[src/rtl/lock_pkg.sv]
// Shared types and helpers for the digital-lock front end: button codes,
// debounce state encoding, and the debounce window length calculation.
package lock_pkg;

   typedef enum logic [1:0] {
      BTN_E = 2'd0,
      BTN_S = 2'd1,
      BTN_W = 2'd2,
      BTN_N = 2'd3
   } btn_e;

   typedef enum logic [1:0] {
      IDLE,
      PRESS_WAIT,
      PRESSED,
      RELEASE_WAIT
   } db_state_e;

   localparam int unsigned N_BTN = 4;

   // Debounce window in clock cycles, never shorter than one cycle.
   function automatic int unsigned stable_cycles(input int unsigned clk_freq,
                                                 input int unsigned stable_time);
      int unsigned cycles;
      cycles = (clk_freq * stable_time) / 1000;
      return (cycles < 1) ? 1 : cycles;
   endfunction

endpackage

[src/rtl/btn_debounce.sv]
// One button channel: 2-FF synchronizer, debounce FSM with window counter,
// and a one-cycle pulse on the debounced press.
module btn_debounce
   import lock_pkg::*;
#(
   parameter int unsigned STABLE_CYCLES = 5
)
(
   input  logic clk,
   input  logic rst_n,
   input  logic i_btn,
   output logic o_db,
   output logic o_pulse
);

   localparam int unsigned     CNT_W    = $clog2(STABLE_CYCLES + 1);
   localparam logic [CNT_W-1:0] CNT_DONE = CNT_W'(STABLE_CYCLES);

   logic             r_s1;
   logic             r_s2;
   db_state_e        r_state;
   db_state_e        w_state_nxt;
   logic [CNT_W-1:0] r_cnt;
   logic [CNT_W-1:0] w_cnt_nxt;
   logic [CNT_W-1:0] w_cnt_inc;
   logic             r_db;
   logic             w_db_nxt;
   logic             r_pulse;
   logic             w_pulse_nxt;

   assign w_cnt_inc = r_cnt + CNT_W'(1);

   always_ff @(posedge clk) begin
      if (!rst_n) begin
         r_s1    <= 1'b0;
         r_s2    <= 1'b0;
         r_state <= IDLE;
         r_cnt   <= '0;
         r_db    <= 1'b0;
         r_pulse <= 1'b0;
      end else begin
         r_s1    <= i_btn;
         r_s2    <= r_s1;
         r_state <= w_state_nxt;
         r_cnt   <= w_cnt_nxt;
         r_db    <= w_db_nxt;
         r_pulse <= w_pulse_nxt;
      end
   end

   // The edge that first sees the new level counts as the first stable cycle.
   always_comb begin
      w_state_nxt = r_state;
      w_cnt_nxt   = r_cnt;
      w_db_nxt    = r_db;
      w_pulse_nxt = 1'b0;
      case (r_state)
         IDLE, PRESS_WAIT: begin
            if (r_s2) begin
               if (w_cnt_inc == CNT_DONE) begin
                  w_state_nxt = PRESSED;
                  w_cnt_nxt   = '0;
                  w_db_nxt    = 1'b1;
                  w_pulse_nxt = 1'b1;
               end else begin
                  w_state_nxt = PRESS_WAIT;
                  w_cnt_nxt   = w_cnt_inc;
               end
            end else begin
               w_state_nxt = IDLE;
               w_cnt_nxt   = '0;
            end
         end
         PRESSED, RELEASE_WAIT: begin
            if (!r_s2) begin
               if (w_cnt_inc == CNT_DONE) begin
                  w_state_nxt = IDLE;
                  w_cnt_nxt   = '0;
                  w_db_nxt    = 1'b0;
               end else begin
                  w_state_nxt = RELEASE_WAIT;
                  w_cnt_nxt   = w_cnt_inc;
               end
            end else begin
               w_state_nxt = PRESSED;
               w_cnt_nxt   = '0;
            end
         end
         default: begin
            w_state_nxt = IDLE;
            w_cnt_nxt   = '0;
            w_db_nxt    = 1'b0;
         end
      endcase
   end

   assign o_db    = r_db;
   assign o_pulse = r_pulse;

endmodule

[src/rtl/btn_conditioner.sv]
// Four-button front end for the lock FSM: debounced levels, press pulses and
// a registered priority-encoded event. Define BTN_MULTI_REJECT_EN to reject multi-presses.
module btn_conditioner
   import lock_pkg::*;
#(
   parameter int unsigned CLK_FREQ    = 1024,
   parameter int unsigned STABLE_TIME = 5
)
(
   input  logic       clk,
   input  logic       rst_n,
   input  logic [3:0] btn,
   output logic [3:0] btn_db,
   output logic [3:0] btn_pulse,
   output logic       btn_valid,
   output logic [1:0] btn_code,
   output logic       multi_err
);

   localparam int unsigned STABLE_CYCLES = stable_cycles(CLK_FREQ, STABLE_TIME);

   logic [1:0] w_code;
   logic       w_any_pulse;
   logic       w_reject;
   logic       w_accept;
   logic       r_valid;
   logic [1:0] r_code;

   for (genvar gi = 0; gi < N_BTN; gi++) begin : g_ch
      btn_debounce #(
         .STABLE_CYCLES (STABLE_CYCLES)
      ) u_debounce (
         .clk     (clk),
         .rst_n   (rst_n),
         .i_btn   (btn[gi]),
         .o_db    (btn_db[gi]),
         .o_pulse (btn_pulse[gi])
      );
   end

   // Highest set pulse wins: N > W > S > E.
   always_comb begin
      w_code = BTN_E;
      if (btn_pulse[3]) begin
         w_code = BTN_N;
      end else if (btn_pulse[2]) begin
         w_code = BTN_W;
      end else if (btn_pulse[1]) begin
         w_code = BTN_S;
      end
   end

   assign w_any_pulse = |btn_pulse;

`ifdef BTN_MULTI_REJECT_EN
   logic r_multi;

   // Two or more pulses together, or a pulse while another button is already held.
   assign w_reject = (|(btn_pulse & (btn_pulse - 4'd1))) ||
                     (w_any_pulse && (|(btn_db & ~btn_pulse)));

   always_ff @(posedge clk) begin
      if (!rst_n) begin
         r_multi <= 1'b0;
      end else begin
         r_multi <= w_reject;
      end
   end

   assign multi_err = r_multi;
`else
   assign w_reject  = 1'b0;
   assign multi_err = 1'b0;
`endif

   assign w_accept = w_any_pulse && !w_reject;

   // Code holds its last accepted value between events.
   always_ff @(posedge clk) begin
      if (!rst_n) begin
         r_valid <= 1'b0;
         r_code  <= 2'd0;
      end else begin
         r_valid <= w_accept;
         if (w_accept) begin
            r_code <= w_code;
         end
      end
   end

   assign btn_valid = r_valid;
   assign btn_code  = r_code;

endmodule
[config.mk]
export PLATFORM = sky130hd
export DESIGN_NAME = btn_conditioner
export DESIGN_NICKNAME = d
export VERILOG_FILES = /design/src/rtl/lock_pkg.sv /design/src/rtl/btn_debounce.sv /design/src/rtl/btn_conditioner.sv
export SDC_FILE = /design/constraint.sdc
export NUM_CORES = 1
export LEC_CHECK = 0
export CAP_MARGIN = 20
export CORE_MARGIN = 2
export CORE_UTILIZATION = 53
export DETAILED_ROUTE_END_ITERATION = 10
export GPL_TIMING_DRIVEN = 0
export PLACE_DENSITY = 0.88
export SETUP_SLACK_MARGIN = 0.1
export SLEW_MARGIN = 20
export SYNTH_ARGS = -nofsm -noshare
export SYNTH_HDL_FRONTEND = slang
export SYNTH_SLANG_ARGS = --single-unit
[constraint.sdc]
create_clock -name clk -period 1.3 [get_ports clk]
set_input_delay 0.13 -clock clk [delete_from_list [all_inputs] [get_ports clk]]
set_output_delay 0.13 -clock clk [all_outputs]
set_load 0.1 [all_outputs]
# ---- After elaboration in Yosys (flattened, before gate mapping)
# Cells that the tools add are included.
dict set report word_totals {
  reg_bits 39
  latchBits 0
  mem_bits_rw 0
  rom_bits 0
  elab_cells 146
  memories 0
}
dict set report classes {
  addsub 4
  n_mul 0
  div_mod_pow 0
  n_lt_le_gt_ge 0
  n_eq_ne 32
  n_shift 0
  muxes 63
  bitwise 0
  reduce_logical 21
}
# operator count
set ops {}
lappend ops {{2-bit 2-to-1 mux} 18}
lappend ops {{3-bit 2-to-1 mux} 12}
lappend ops {{2-bit by 1-bit inequality test with 1-bit output (second input constant)} 12}
lappend ops {{3-bit one-hot mux with 2 select lines} 4}
lappend ops {{1-bit 2-to-1 mux} 21}
lappend ops {{2-bit equality test (second input constant)} 8}
lappend ops {{2-bit one-hot mux with 2 select lines} 4}
lappend ops {{4-bit AND reduction} 4}
lappend ops {{2-bit OR reduction} 8}
lappend ops {{3-bit by 1-bit adder with 3-bit output (second input constant)} 4}
lappend ops {{3-bit equality test (second input constant)} 4}
lappend ops {{3-bit AND reduction} 4}
lappend ops {{2-bit by 1-bit equality test with 1-bit output (second input constant)} 4}
lappend ops {{2-bit zero test} 4}
lappend ops {{2-bit inequality test (second input constant)} 4}
lappend ops {{1-bit one-hot mux with 2 select lines} 4}
lappend ops {{4-bit OR reduction} 1}

# ---- Depth between registers and ports, before layout
# Gate-level depths: netlist (run 1).
dict set report logic_depth {
  ltp_word 5
  ltp_mapped 5
  mapped_depth_nobuf 5
}

# ---- Modules after synthesis
# A second synthesis (run 1) with hierarchy kept.
dict set report hier_totals {
  hier_cells 136
  area_unflattened_um2 1372.6
}
# mod n_inst cells_each area_per_inst_um2 seq_area_each_um2
set by_module_without_submodules {}
lappend by_module_without_submodules {btn_debounce 4 31 312.8 160.2}
lappend by_module_without_submodules {btn_conditioner 1 12 121.4 60.1}

# ---- Worst setup path after synthesis (run 1)
# OpenSTA, ideal clock, no wires.
dict set report synth_timing {
  kind {register -> register}
  start {register btn_code[1] (netlist name)}
  end {register r_code[1] (netlist: btn_code[1])}
  setup_ns 0.059
  arrival_time_ns 1.299
  slack_ns -0.058
  stages_incl_launch_ff 3
  n_path_buf 0
  path_cell_list {dfxtp_1 > nor3b_1 > o31a_1}
}
# element line
set synth_rtl {}
lappend synth_rtl {{end signal: assignment} btn_conditioner.sv:86} ;# r_code <= w_code;
lappend synth_rtl {{end: declaration} btn_conditioner.sv:27} ;# logic [1:0] r_code;

# ---- Final worst setup path (run 1)
dict set report layout_timing {
  start {register g_ch[0].u_debounce.r_cnt[0]}
  end {register g_ch[0].u_debounce.r_state[1]}
}
dict set report layout_between {
  elab_chain_len 5
}
# element line
set layout_lines {}
lappend layout_lines {{start: declaration} btn_debounce.sv:23} ;# logic [CNT_W-1:0] r_cnt;
lappend layout_lines {{start signal: assignment} btn_debounce.sv:45} ;# r_cnt <= w_cnt_nxt;
lappend layout_lines {{3-bit by 1-bit adder with 3-bit output *} btn_debounce.sv:31} ;# assign w_cnt_inc = r_cnt + CNT_W'(1);
lappend layout_lines {{3-bit equality test *} {btn_debounce.sv:60, btn_debounce.sv:76}}
lappend layout_lines {{2-bit 2-to-1 mux (on tied branches)} {btn_debounce.sv:76, btn_debounce.sv:60}}
lappend layout_lines {{2-bit 2-to-1 mux (on tied branches)} {btn_debounce.sv:75, btn_debounce.sv:59}}
lappend layout_lines {{2-bit one-hot mux with 2 select lines *} btn_debounce.sv:57} ;# case (r_state)
lappend layout_lines {{end signal: assignment} btn_debounce.sv:44} ;# r_state <= w_state_nxt;
lappend layout_lines {{end: declaration} btn_debounce.sv:21} ;# db_state_e r_state;
# Every way passes the cells marked *; elsewhere a longest branch is shown, timed or not.
# A chain may end at the register's enable or synchronous reset.

==> summary.txt, run 1 <==
Outcome
  • Status: finished clean

Critical path
  • Critical Path End Type: flop
  • Max Fanout on Critical Path: 4
  • CP max stage cell: dfxtp_4
  • Reg2reg path depth: 4
  • Startpoint Class: flop
  • Crit Path Class: reg -> reg
  • Worst EP required: 1.56 ns
  • CP bufs+invs: 0
  • Top cell family by delay on the critical path: flip-flops
  • CP max stage delay: 0.37 ns
  • WP depth: 4
  • CP cell instances: ha_4, xnor2_4, nand2b_4, mux2i_1
  • CP arrival: 1.47 ns

Power and ir drop
  • Clk pwr share: 30.0%
  • Lkg Pwr: 0.000837 uW
  • Logic pwr share: 5.9%
  • Sw Share: 23.2%
  • Reg power frac: 64.0%
  • Pint: 1320 uW
  • Power Dens Cells: 847 nW/um^2
  • Switching power: 398 uW
  • Overall Power: 1720 uW
  • VDD IR-drop max: 0.000904 V

Global routing
  • Global-route wire length before repair: 4530 um
  • Busiest grt layer: met2
  • Total grt overflow: 0
  • Vias in the first global route: 1,057
  • Largest net degree at the start of global routing: 11
  • Met3 usage in global routing: 5.53%
  • Initial antenna violation count: 0
  • Total track usage: 18.8%
  • Met2 Track Usage GR: 32.9%
  • Met1 GRT Util: 19.9%

Clock tree
  • Clk sink count: 35
  • Root buffer cell: clkbuf_4
  • Clk pin slew, worst setup/hold paths: 0.09 ns
  • Worst-Skew Late Latency: 0.33 ns
  • Num CTS Buffers: 5
  • Clock buffer depth: 2
  • Post-CTS Hold Buffers: 0
  • H-tree depth: 2
  • CTS tree: done

Yosys
  • Synth top area share: 48.3%
  • Netlist cell types: 25
  • Synthesized flop and latch total: 35
  • Mean Syn Cell Area: 9.81 sq um
  • Cell taking the most area after synthesis: dfxtp_1
  • Largest cells by area after synthesis: dfxtp_1, ha_1, buf_4, inv_1, nor3_1
  • Post-synthesis sequential area ratio: 48.3%
  • Post-Syn Nets: 162
  • Syn Inst Count: 148
  • Number of synthesis warnings: 0
  • Area of the mapped netlist: 1450 sq um

Hold path
  • Worst Hold Class: in -> reg
  • Hold Crit Depth: 3

Routing
  • Drc violations: 0
  • Drt wl/cell: 14.6 um
  • First drt pass iteration count: 4
  • Vias: 1,086
  • Post-route ant nets: 0
  • Total Wirelength: 2950 um
  • Iter 0 DRT Violations: 29
  • Via density: 5.35

Place
  • GP Congestion: 0.754
  • Detail Placement HPWL: 1850 um
  • Dpl ws: -0.434 ns
  • PortBufs: 15
  • Dpl cell area: 1650 sq um

Timing
  • Slew Viols, Final: 0
  • Setup TNS: 0 ns
  • Worst Skew: 0.0101 ns
  • Tmin final: 1.21 ns
  • RSZ-0062 raised after global routing: true
  • Fin crit share: 93.4%
  • Worst setup margin: 0.0863 ns
  • Final Hold Viols: 0
  • Fmax: 824 MHz
  • # setup viols final: 0

Die
  • Width of the die: 56.3 um
  • Starting Density: 57.0%
  • Rows: 18
  • Core area: 2540 sq um
  • DIE AREA: 3170 sq um
  • Chip height: 56.3 um
  • Num ports: 18

Final layout
  • Layout cell share with drive strength beyond 1: 45.1%
  • Most common cell after layout, fill and taps aside: dfxtp_1
  • Number of diodes: 0
  • Area delta synth->final: 39.6%
  • Commonest non-fill, non-tap cells in the layout: dfxtp_1, buf_4, dfxtp_2
  • Nets: 188
  • Fin area: 2030 sq um

Run
  • Maximum capacitance violations: 0
## cells by family (layout without fill, tap and decap cells)
kind of cell,count (synthesis),after routing,share of synthesized area (%)
other,1,1,0.258
adders and majority gates,8,8,6.90
DFF,35,35,48.3
xor gates and xnor gates,8,8,4.83
buffers and inverters,30,55,10.3
muxes,4,4,2.76
AOI/OAI and AO/OA,12,12,7.07
and+or+nand+nor,50,50,19.6
## per-stage QoR
step | instances | util, % | hold slack, ns
final | 203 | 79.6 | 0.163
after global routing | 203 | 79.6 | 0.165
after CTS | 201 | 71.8 | 0.142
after detailed placement | 193 | 64.7 | 0.427
after global placement | 193 | 64.7 | 0.415
after floorplan | 148 | - | 0.257
## power by group through the flow
stage / registers, uW / clock network, uW / logic, uW
floorplan: 1120 / 0 / 59.5
global placement: 1120 / 0 / 80.7
detailed placement: 1120 / 0 / 84.9
CTS: 1100 / 528 / 92.6
global route: 1100 / 579 / 112
finish: 1100 / 515 / 102
## worst reg2reg max path, cell delays in order, from the launching register on
cell,delay (ns)
dfxtp_4,0.37
ha_4,0.18
xnor2_4,0.21
nand2b_4,0.19
mux2i_1,0.20
## sequential cells by signal (all words and copies together), names as in the netlist
| register | cells |
|---|---|
| btn_valid | 1 |
| g_ch.u_debounce.r_cnt | 12 |
| g_ch.u_debounce.r_s1 | 4 |
| btn_code | 2 |
| g_ch.u_debounce.r_s2 | 4 |
| g_ch.u_debounce.o_db | 4 |
| g_ch.u_debounce.r_state | 4 |
| g_ch.u_debounce.o_pulse | 4 |
## metal layers
metal  wire length, um  up-vias
met3               103        7
met4                67        0
met5                 0        -
met1              1170      525
met2              1620       22
li1                  -      532
## cell type report
cell class / count / area (sq um)
Buffer: 13 / 86.3
Clock buffer: 6 / 41.3
Fill cell: 149 / 519
Inverter: 17 / 66.3
Tap cell: 30 / 37.5
Timing Repair Buffer: 19 / 213
Multi-Input combinational cell: 83 / 858
Sequential cell: 35 / 723
## path summary, 6_finish.rpt
| kind | from | to | slack (ns) |
|---|---|---|---|
| min reg2reg | g_ch[2].u_debounce.r_s1 | g_ch[2].u_debounce.r_s2 | 0.44 |
| min | rst_n | g_ch[1].u_debounce.o_pulse | 0.16 |
| max reg2reg | g_ch[0].u_debounce.r_cnt[0] | g_ch[0].u_debounce.r_state[1] | 0.09 |
| max | g_ch[0].u_debounce.r_cnt[0] | g_ch[0].u_debounce.r_state[1] | 0.09 |
## synth_stat cells
cell type and count:
ha_1 8, inv_1 17, nand3_1 4, conb_1 1, nand2b_1 1, nor3b_1 1, xnor2_1 4, o41a_1 1
buf_4 9, o311ai_0 4, and2_1 8, nor3_1 12, and3_1 4, buf_2 3, clkbuf_1 1, mux2i_1 4
dfxtp_1 35, nand2_1 12, a21oi_1 1, o311ai_1 4, nand2b_4 4, xor2_1 4, o21a_1 1, o31a_1 1
nor2_1 4
## what timing repair did
| action | CTS | global route |
|---|---|---|
| setup buffers | 2 | 2 |
| endpoints found under the setup margin | 24 | 16 |
| pin swaps | 3 | 10 |
| gates cloned | 0 | 0 |
| gates resized for setup | 101 | 40 |
No activity file was read; power rests on OpenSTA's default activity.
==> run 2, diff against run 1 <==
CAP_MARGIN = not set   (was 20)
HOLD_SLACK_MARGIN = 0.05   (was not set)
==> results of run 2 <==
No change in the layout: final DEF, timing and power equal those of run 1.
==> run 3, diff against run 2 <==
CORE_UTILIZATION = 56   (was 53)
CTS_BUF_LIST = sky130_fd_sc_hd__clkbuf_8   (was not set)
PLACE_DENSITY = 0.91   (was 0.88)
==> run 3 against run 2 <==
Cell count unchanged. Global-route usage up 3.9 points. Sequential share of layout area up 0.95 points. Sequential power about the same. Cell area down 4.0%. Clock power up 42%. Via count down 0.46%. Fmax up 0.95%. Wire length up 7.0%. Combinational power about the same. Critical path type unchanged. Largest power group unchanged.
==> summary.txt, run 3 (synthesized netlist as in run 1, its figures left out) <==
Power and ir drop
  • Overall Power: 1930 uW (was 1720 uW)
  • Logic pwr share: 5.2% (was 5.9%)
  • VDD IR-drop max: 0.00102 V (was 0.000904 V)
  • Clk pwr share: 37.9% (was 30.0%)
  • Switching power: 446 uW (was 398 uW)
  • Lkg Pwr: 0.000833 uW (was 0.000837 uW)
  • Reg power frac: 56.9% (was 64.0%)
  • Pint: 1490 uW (was 1320 uW)
  • Power Dens Cells: 993 nW/um^2 (was 847 nW/um^2)
  • Sw Share: 23.1% (was 23.2%)

Die
  • Chip height: 54.9 um (was 56.3 um)
  • Rows: 18 (unchanged)
  • DIE AREA: 3020 sq um (was 3170 sq um)
  • Num ports: 18 (unchanged)
  • Starting Density: 58.6% (was 57.0%)
  • Core area: 2480 sq um (was 2540 sq um)
  • Width of the die: 54.9 um (was 56.3 um)

Critical path
  • Crit Path Class: reg -> reg (unchanged)
  • Crit path launch: g_ch[3].u_debounce.r_cnt[0] (was g_ch[0].u_debounce.r_cnt[0])
  • Critical Path End Type: flop (unchanged)
  • CP arrival: 1.41 ns (was 1.47 ns)
  • Max Fanout on Critical Path: 4 (unchanged)
  • R2r setup slk: 0.1 ns (was 0.09 ns)
  • R2R Path End: g_ch[3].u_debounce.r_state[1] (was g_ch[0].u_debounce.r_state[1])
  • Worst EP required: 1.51 ns (was 1.56 ns)
  • CP max stage delay: 0.33 ns (was 0.37 ns)
  • Top cell family by delay on the critical path: flip-flops (unchanged)
  • CP max stage cell: dfxtp_2 (was dfxtp_4)
  • Startpoint Class: flop (unchanged)
  • CP bufs+invs: 0 (unchanged)
  • Reg2reg path depth: 4 (unchanged)
  • FF-to-FF Start: g_ch[3].u_debounce.r_cnt[0] (was g_ch[0].u_debounce.r_cnt[0])
  • CP cell instances: ha_2, xnor2_2, nand2b_4, mux2i_1 (was ha_4, xnor2_4, nand2b_4, mux2i_1)

Final layout
  • FILL cells: 144 (was 149)
  • Number of diodes: 0 (unchanged)
  • Commonest non-fill, non-tap cells in the layout: dfxtp_1, nand2_1, nor3_1, buf_4, inv_1 (was dfxtp_1, buf_4, dfxtp_2)
  • Nets: 186 (was 188)
  • Most common cell after layout, fill and taps aside: dfxtp_1 (unchanged)
  • Fin area: 1950 sq um (was 2030 sq um)
  • Area delta synth->final: 34.1% (was 39.6%)
  • Layout cell share with drive strength beyond 1: 40.5% (was 45.1%)
  • Max reg flops: 12 (unchanged)
  • Top reg by flops: g_ch.u_debounce.r_cnt (unchanged)
  • Finished Layout Cells: 203 (unchanged)

Place
  • GP Congestion: 0.792 (was 0.754)
  • Inst Count DP: 193 (unchanged)
  • Dpl cell area: 1650 sq um (unchanged)
  • Detail Placement HPWL: 1990 um (was 1850 um)
  • PortBufs: 15 (unchanged)

Routing
  • Drt wl/cell: 15.6 um (was 14.6 um)
  • Drc violations: 0 (unchanged)
  • Met1 Wirelength: 1220 um (was 1170 um)
  • DR WL met2: 1740 um (was 1620 um)
  • Top Metal Used: met4 (unchanged)
  • Routed met3 length: 141 um (was 103 um)
  • Iter 0 DRT Violations: 21 (was 29)
  • Total Wirelength: 3160 um (was 2950 um)
  • Vias: 1,081 (was 1,086)
  • First drt pass iteration count: 4 (unchanged)
  • Via density: 5.33 (was 5.35)
  • Post-route ant nets: 0 (unchanged)

Timing
  • Fin crit share: 92.5% (was 93.4%)
  • # setup viols final: 0 (unchanged)
  • Worst Skew: 0.00492 ns (was 0.0101 ns)
  • Fmax: 832 MHz (was 824 MHz)
  • Setup TNS: 0 ns (unchanged)
  • Final Hold Viols: 0 (unchanged)
  • Tmin final: 1.20 ns (was 1.21 ns)
  • RSZ-0062 raised after global routing: true (unchanged)
  • Slew Viols, Final: 0 (unchanged)

Clock tree
  • Num CTS Buffers: 5 (unchanged)
  • Clock buffer depth: 2 (unchanged)
  • Worst-Skew Late Latency: 0.29 ns (was 0.33 ns)
  • Root buffer cell: clkbuf_8 (was clkbuf_4)
  • Clk pin slew, worst setup/hold paths: 0.07 ns (was 0.09 ns)
  • CTS tree: done (unchanged)
  • Clk sink count: 35 (unchanged)
  • H-tree depth: 2 (unchanged)

Global routing
  • Total grt overflow: 0 (unchanged)
  • Total track usage: 22.7% (was 18.8%)
  • Largest net degree at the start of global routing: 11 (unchanged)
  • Initial antenna violation count: 0 (unchanged)
  • Vias in the first global route: 994 (was 1,057)
  • Global-route wire length before repair: 4570 um (was 4530 um)

Hold path
  • Hold path start: rst_n (unchanged)
  • Worst Hold Class: in -> reg (unchanged)
  • Hold Crit Depth: 3 (unchanged)
  • WHS Endpoint: g_ch[0].u_debounce.o_pulse (was g_ch[1].u_debounce.o_pulse)

Run
  • Maximum capacitance violations: 0 (unchanged)

Outcome
  • Status: finished clean (unchanged)
==> run 3: routing by layer <==
metal	GRT usage (%)	vias to the layer above
met5	0	-
met4	9.76	0
met3	6.45	5
met2	42.3	24
met1	23.3	527
li1	-	525
==> run 3: power by group through the flow <==
| stage | combinational [uW] | clock (uW) | sequential, uW |
|---|---|---|---|
| 3_3_place_gp | 80.7 | 0 | 1120 |
| 2_1_floorplan | 59.5 | 0 | 1120 |
| 5_1_grt | 110 | 779 | 1100 |
| 3_5_place_dp | 85.9 | 0 | 1120 |
| 6_report | 100 | 732 | 1100 |
| 4_1_cts | 94.5 | 738 | 1100 |
==> run 3: how the worst max path moves through the flow <==
stage	endpoint	slack, ns	cells past startpoint
after floorplan	g_ch[1].u_debounce.o_db	0.12	5
after global placement	btn_pulse[2]	-0.45	2
after detailed placement	btn_pulse[3]	-0.46	2
after CTS	btn_db[2]	0.07	2
after global routing	g_ch[3].u_debounce.r_state[1]	0.04	4
final	g_ch[3].u_debounce.r_state[1]	0.1	4
==> run 3: worst reg2reg max path, stage by stage (launching register included) <==
cell,delay [ns]
dfxtp_2,0.33
ha_2,0.20
xnor2_2,0.20
nand2b_4,0.20
mux2i_1,0.20
==> run 3: through the flow <==
| step | utilization [%] | setup WS (ns) | hold WS, ns |
|---|---|---|---|
| after floorplan | - | 0.122 | 0.257 |
| after global placement | 66.5 | -0.452 | 0.416 |
| after detailed placement | 66.5 | -0.458 | 0.427 |
| after CTS | 73.8 | 0.0697 | 0.207 |
| after global routing | 78.5 | 0.0401 | 0.260 |
| final | 78.5 | 0.0977 | 0.230 |
==> run 3: cell type report <==
class	count	area (sq um)	area share, %
buffer	13	86.3	4.44
clock buffer	5	68.8	3.54
clock inverter	3	12.5	0.643
inverter	17	63.8	3.28
multi-input combinational	83	796	40.9
sequential	35	713	36.7
tap	30	37.5	1.93
timing repair buffer	17	168	8.62
==> run 3: timing repair <==
| action | 4_1_cts | 5_1_grt |
|---|---|---|
| buffers inserted | 1 | 1 |
| hold buffers | 0 | 0 |
| cloned | 0 | 0 |
| pin swaps | 8 | 10 |
| gates resized for setup | 91 | 27 |
| setup endpoints to repair | 21 | 16 |
